$ cat config.mk
export PLATFORM = sky130hd
export DESIGN_NAME = mem_port_arbiter
export DESIGN_NICKNAME = d
export VERILOG_FILES = /design/src/rtl/mem_arb_pkg.sv /design/src/rtl/arb_timeout_ctr.sv /design/src/rtl/mem_port_arbiter.sv
export SDC_FILE = /design/constraint.sdc
export NUM_CORES = 1
export LEC_CHECK = 0
export ABC_CLOCK_PERIOD_IN_PS = 1650
export CAP_MARGIN = 20
export CORE_MARGIN = 2
export CORE_UTILIZATION = 40
export DETAILED_ROUTE_END_ITERATION = 6
export PLACE_DENSITY = 0.93
export SLEW_MARGIN = 20
export SYNTH_ARGS = -nofsm -noshare
export SYNTH_HDL_FRONTEND = slang
export SYNTH_HIERARCHICAL = 1
export SYNTH_SLANG_ARGS = --single-unit
$ cat constraint.sdc
create_clock -name clk -period 1.65 [get_ports clk]
set_clock_uncertainty 0.15 [all_clocks]
set_input_delay 0.2475 -clock clk [delete_from_list [all_inputs] [get_ports clk]]
set_output_delay 0.2475 -clock clk [all_outputs]
set_load 0.01 [all_outputs]
$ cat src/rtl/mem_arb_pkg.sv
// Shared definitions for the memory port arbiter: FSM state encoding,
// requester owner IDs and the arbitration helper.
package mem_arb_pkg;

  typedef enum logic [1:0] {
    IDLE = 2'b00,
    XFER = 2'b01,
    DONE = 2'b10
  } arb_state_t;

  localparam logic OWN_CPU = 1'b0;
  localparam logic OWN_DBG = 1'b1;

  // Pick the requester to serve: on contention, the one not served last.
  function automatic logic pick_owner(input logic cpu_req,
                                      input logic dbg_req,
                                      input logic last_owner);
    if (cpu_req && dbg_req) begin
      return ~last_owner;
    end else if (cpu_req) begin
      return OWN_CPU;
    end else begin
      return OWN_DBG;
    end
  endfunction

endpackage

$ cat src/rtl/arb_timeout_ctr.sv
// Transfer timeout counter for the memory port arbiter.
// Used only when MEM_ARB_TIMEOUT_EN is defined. Counts stalled transfer
// cycles; expired flags the cycle on which LIMIT-1 stalls have elapsed.
module arb_timeout_ctr #(
  parameter int LIMIT = 15
) (
  input  logic clk,
  input  logic reset,
  input  logic clr,
  input  logic inc,
  output logic expired
);

  localparam int CW = (LIMIT > 1) ? $clog2(LIMIT) : 1;
  localparam logic [CW-1:0] LAST = CW'(LIMIT - 1);

  logic [CW-1:0] cnt_reg;

  // Clear on transfer entry, count stalled cycles, hold once expired.
  always_ff @(posedge clk) begin
    if (reset || clr) begin
      cnt_reg <= '0;
    end else if (inc && !expired) begin
      cnt_reg <= cnt_reg + CW'(1);
    end
  end

  assign expired = (cnt_reg == LAST);

endmodule

$ cat src/rtl/mem_port_arbiter.sv
// Two-requester (CPU / debug loader) arbiter for a single memory port.
// Fair alternation on contention, one transfer at a time: IDLE -> XFER -> DONE.
// Optional transfer timeout enabled by the macro MEM_ARB_TIMEOUT_EN; without it
// a transfer waits for mem_rdy indefinitely and err is tied low.
module mem_port_arbiter
  import mem_arb_pkg::*;
#(
  parameter int AW          = 8,
  parameter int DW          = 16,
  parameter int TIMEOUT_CYC = 15
) (
  input  logic          clk,
  input  logic          reset,
  input  logic          cpu_req,
  input  logic          cpu_we,
  input  logic [AW-1:0] cpu_addr,
  input  logic [DW-1:0] cpu_wdata,
  output logic          cpu_ack,
  input  logic          dbg_req,
  input  logic          dbg_we,
  input  logic [AW-1:0] dbg_addr,
  input  logic [DW-1:0] dbg_wdata,
  output logic          dbg_ack,
  output logic [DW-1:0] rdata,
  output logic          err,
  output logic          mem_en,
  output logic          mem_we,
  output logic [AW-1:0] mem_addr,
  output logic [DW-1:0] mem_wdata,
  input  logic [DW-1:0] mem_rdata,
  input  logic          mem_rdy
);

  arb_state_t    state_reg, state_next;
  logic          owner_reg;
  logic          last_reg;
  logic          we_reg;
  logic [AW-1:0] addr_reg;
  logic [DW-1:0] wdata_reg;
  logic [DW-1:0] rdata_reg;
  logic          grant;
  logic          grant_owner;
  logic          timed_out;

  assign grant       = (state_reg == IDLE) && (cpu_req || dbg_req);
  assign grant_owner = pick_owner(cpu_req, dbg_req, last_reg);

`ifdef MEM_ARB_TIMEOUT_EN
  logic expired;
  logic err_reg;

  arb_timeout_ctr #(
    .LIMIT(TIMEOUT_CYC)
  ) u_timeout (
    .clk    (clk),
    .reset  (reset),
    .clr    (grant),
    .inc    ((state_reg == XFER) && !mem_rdy),
    .expired(expired)
  );

  assign timed_out = (state_reg == XFER) && !mem_rdy && expired;

  // Remember whether the transfer ended by timeout so err accompanies the ack.
  always_ff @(posedge clk) begin
    if (reset) begin
      err_reg <= 1'b0;
    end else if (state_reg == XFER) begin
      err_reg <= timed_out;
    end
  end

  assign err = (state_reg == DONE) && err_reg;
`else
  localparam int timeout_unused = TIMEOUT_CYC;
  assign timed_out = 1'b0;
  assign err       = 1'b0;
`endif

  // Next-state and output decode; memory strobes only while transferring.
  always_comb begin
    state_next = state_reg;
    mem_en     = 1'b0;
    mem_we     = 1'b0;
    mem_addr   = '0;
    mem_wdata  = '0;
    cpu_ack    = 1'b0;
    dbg_ack    = 1'b0;
    case (state_reg)
      IDLE: begin
        if (grant) state_next = XFER;
      end
      XFER: begin
        mem_en    = 1'b1;
        mem_we    = we_reg;
        mem_addr  = addr_reg;
        mem_wdata = wdata_reg;
        if (mem_rdy || timed_out) state_next = DONE;
      end
      DONE: begin
        cpu_ack    = (owner_reg == OWN_CPU);
        dbg_ack    = (owner_reg == OWN_DBG);
        state_next = IDLE;
      end
      default: state_next = IDLE;
    endcase
  end

  // State register, grant capture, read-data load and fairness pointer.
  always_ff @(posedge clk) begin
    if (reset) begin
      state_reg <= IDLE;
      owner_reg <= OWN_CPU;
      last_reg  <= OWN_DBG;
      we_reg    <= 1'b0;
      addr_reg  <= '0;
      wdata_reg <= '0;
      rdata_reg <= '0;
    end else begin
      state_reg <= state_next;
      if (grant) begin
        owner_reg <= grant_owner;
        we_reg    <= (grant_owner == OWN_CPU) ? cpu_we    : dbg_we;
        addr_reg  <= (grant_owner == OWN_CPU) ? cpu_addr  : dbg_addr;
        wdata_reg <= (grant_owner == OWN_CPU) ? cpu_wdata : dbg_wdata;
      end
      if ((state_reg == XFER) && mem_rdy && !we_reg) begin
        rdata_reg <= mem_rdata;
      end
      if (state_reg == DONE) begin
        last_reg <= owner_reg;
      end
    end
  end

  assign rdata = rdata_reg;

endmodule

Word-level counts from Yosys, hierarchy flattened
Index checks and enable logic that the tools add are counted.

Flip-flop bits (word level): 45.

Eq/ne operators: 4. Mux-type cells: 14. Bitwise logic cells: 2. Reductions and logical operators: 8.

Operator list (number): $mux W16 (2); $mux W8 (2); $mux W1 (7); $logic_and A1 B1 Y1 (4); $mux W2 (2); $ne A2 B2 Y1 const B (2); $pmux W2 S2 (1); $eq A2 B1 Y1 const B (1); $eq A2 B2 Y1 const B (1); $logic_not A2 Y1 (1); $not A1 Y1 (2); $reduce_and A2 Y1 (1); $logic_not A1 Y1 (1); $logic_or A1 B1 Y1 (1).

Depth between registers and ports, before layout
Depth in word-level cells: 4. Gate-level depth with buffers: 7. Gate-level depth less buffers: 3.

Worst setup path after synthesis
No wires, ideal clock.

Path kind: reg2out. Start point: register state_reg[0]. End point: output port mem_addr[0]. Arrival: 1189 ps. Setup slack: 64 ps. Stages on the path, launching flop included: 5. Path buffers: 2. Cell sequence: dfxtp_1 nor2b_1 clkbuf_1 clkbuf_1 and2_1.

Longest elaborated chain between the ends: 2.

RTL lines: start, declared (RTL line mem_port_arbiter.sv:34) `arb_state_t state_reg, state_next;`; start signal, assigned (RTL line mem_port_arbiter.sv:120) `state_reg <= state_next;`; $eq A2 B1 Y1 (RTL line mem_port_arbiter.sv:89) `case (state_reg)`; $mux W8 (RTL line mem_port_arbiter.sv:89); end, declared (RTL line mem_port_arbiter.sv:28) `output logic [AW-1:0] mem_addr,`.

Every way passes these cells.

Final worst setup path
Start point: register state_reg[0]. End point: output port mem_wdata[0].

Longest elaborated chain between the ends: 2.

RTL lines: $eq A2 B1 Y1 (RTL line mem_port_arbiter.sv:89); $mux W16 (RTL line mem_port_arbiter.sv:89); end, declared (RTL line mem_port_arbiter.sv:29) `output logic [DW-1:0] mem_wdata,`.

Every way passes these cells.

==> flow_summary.toml <==
[clocking]
clockBufferDepth = 2
tritoncts = "done"
cts_inserted_buffers = 5
cts_sinks = 45
clkLatencyLatePin_ns = 0.30
path_clk_slew_ns = 0.09
clockRootBuffer = "clkbuf_8"
htreeDepth = 2

[yosys]
synth_area_um2 = 2270
synth_top_family_by_area = "compound AO/OA/AOI/OAI gates"
synthArstFlopShare = 0
syn-num-nets = 341
synth_edf_count = 0
synth_cells = 270
synth.yosys.warnings = 6
synthSimpleGateAreaFrac = 0.218
muxShareOfSynthArea = 0
synth_compound_gate_area_share = 0.309
avgSynthCellArea_um2 = 8.41
synthFlopType = "dfxtp_1"
yosysUniqueCellTypes = 24
synth-adder-area-share = 0
ys_seq_elements = 45
synthXorXnorAreaFrac = 0
yosysSeqAreaShare = 0.397

[outcome]
status = "complete, but fails checks"
violations = "negative setup slack"

[placed_design]
place_ws_ns = -0.200
hpwlAfterDp_um = 5290
gp_congestion = 0.724
io_buffers = 114
placed_area_um2 = 3530

[setup_path]
cp_slowest_cell = "dfxtp_2"
required_ns = 1.25
rrSetupSlack_ns = 0.06
critPathTopFamily = "buffers and inverters"
cp-start-kind = "register"
worstSetupPathType = "reg2out"
cp_data_arrival_time_ns = 1.29
worstPathMaxFanout = 4
worstPathCellList = "nor2b_4 -> buf_6 -> buf_4 -> and2_1 -> buf_2"
reg2reg_depth = 6
r2r-start = "state_reg[0]"
timing.rr.end = "wdata_reg[5]"
max_stage_delay_ns = 0.33
cp.buffers_inverters = 3
end_kind = "primary output"

[power_and_ir_drop]
total_power_w = 0.00288
p_leak_nw = 1.41
pwr_density_cell_nw_per_um2 = 786
max-vdd-ir-drop_uv = 476

[layout]
finalNetCount = 460
drive_above_1_share = 0.256
syn2layout_area_growth_pct = 61.4
layout_common_cells = "85 x clkdlybuf4s50_1, 43 x a21oi_1, 43 x dfxtp_1, 33 x nand2_1"
antennaDiodeCount = 0
layout_commonest_cell = "clkdlybuf4s50_1"
design_area_um2 = 3660
fill_cells = 478

[drt]
wl_per_cell_um = 15.5
ant_nets = 0
firstDrtPassIters = 4
viasPerCell = 5.39
finalWirelength_um = 7170
first_iter_violations = 122
drc_errors = 0
num_vias = 2491

[flow_run]
max_cap_violations = 0

[grt]
grt_pass1_wl_um = 11400
grt_pass1_vias = 2533
track_usage = 0.230
grt_overflow_total = 0
antenna_found_initial = 0
grt_max_degree = 27

[die]
rows = 27
die_area_um2 = 6290
io_pins = 116
die_width_um = 79.3
core-area_um2 = 5510
initial_core_util = 0.412
die_y_um = 79.3

[min_path]
min_from = "reset"
hold_path.class = "in2reg"
whs_path_depth = 2
whs_endpoint = "state_reg[0]"

[timing]
max_freq_mhz = 594
slew_viol_final = 0
setup_viol = 11
period_needed_ns = 1.68
rsz0062_at_grt = "true"
setup_tns_ns = -0.300
hold_viol_final = 0
layout_setup_ws_ns = -0.0344
period_share = 1.02
-- stage by stage --
stage	hold WS [ns]	utilization	instances
after floorplan	0.233	-	270
after global placement	0.291	0.641	448
after detailed placement	0.298	0.641	448
after CTS	0.247	0.660	460
after global routing	0.262	0.665	462
final	0.243	0.665	462
-- worst register-to-register path, cell delays in order, from the launching register on --
cell      delay, ns
dfxtp_2        0.33
buf_4          0.13
buf_4          0.14
nor2_4         0.15
buf_4          0.21
a21oi_1        0.11
a311oi_2       0.28
-- layer usage --
metal / wire length, um / share of wire / global-route usage / vias up
met5: 0 / 0 / 0 / -
met4: 110 / 0.015 / 0.0810 / 0
met3: 502 / 0.070 / 0.0489 / 11
met2: 3840 / 0.53 / 0.442 / 116
met1: 2720 / 0.38 / 0.245 / 1167
li1: - / - / - / 1197
-- worst max-delay path by stage --
stage / start / endpoint / slack, ns / depth (start not counted)
after floorplan: state_reg[0] / mem_addr[0] / 0.06 / 4
after global placement: cpu_req / owner_reg / -0.13 / 4
after detailed placement: cpu_req / wdata_reg[1] / -0.20 / 4
after CTS: state_reg[0] / mem_addr[4] / -0.06 / 5
after global routing: state_reg[0] / mem_wdata[8] / -0.08 / 5
final: state_reg[0] / mem_wdata[0] / -0.03 / 5
-- cells in the mapped netlist, drive strengths merged, types with 2 or more instances --
master / number / area share
a21oi: 43 / 0.095
dfxtp: 45 / 0.40
a311oi: 26 / 0.16
nor2b: 2 / 0.0055
nand3: 25 / 0.055
and2: 26 / 0.073
o21ai: 25 / 0.055
buf: 8 / 0.033
nand2: 33 / 0.055
clkbuf: 23 / 0.038
inv: 2 / 0.0033
nand2b: 3 / 0.0083
nor2: 3 / 0.0061
-- cells by family after synthesis --
kind of cell	count (synthesis)
AOI/OAI and AO/OA	95
DFF	45
and+or+nand+nor	96
other	1
buffers and inverters	33
-- final cells by class --
| class | count | area (um^2) | area share |
|---|---|---|---|
| Clock buffer | 5 | 68.8 | 0.0188 |
| Tap cell | 72 | 90.1 | 0.0246 |
| Sequential cell | 45 | 903 | 0.247 |
| Inverter | 2 | 7.51 | 0.00205 |
| Timing Repair Buffer | 142 | 1280 | 0.350 |
| Clock inverter | 3 | 46.3 | 0.0126 |
| Multi-Input combinational cell | 193 | 1260 | 0.345 |
-- what timing repair did --
action	in CTS	in global routing
setup endpoints to repair	31	42
hold buffers	0	0
buffers inserted	3	2
pin swaps	8	1
gates cloned	1	0
gates resized for setup	128	8
-- report_power, final --
part           leakage [nW]  switching [W]  internal (W)
Sequential            0.371      0.0000497       0.00118
Combinational         0.985       0.000359      0.000438
Clock                0.0543       0.000397      0.000453
Total                  1.41       0.000806       0.00207
(Power assumes the default switching activity.)
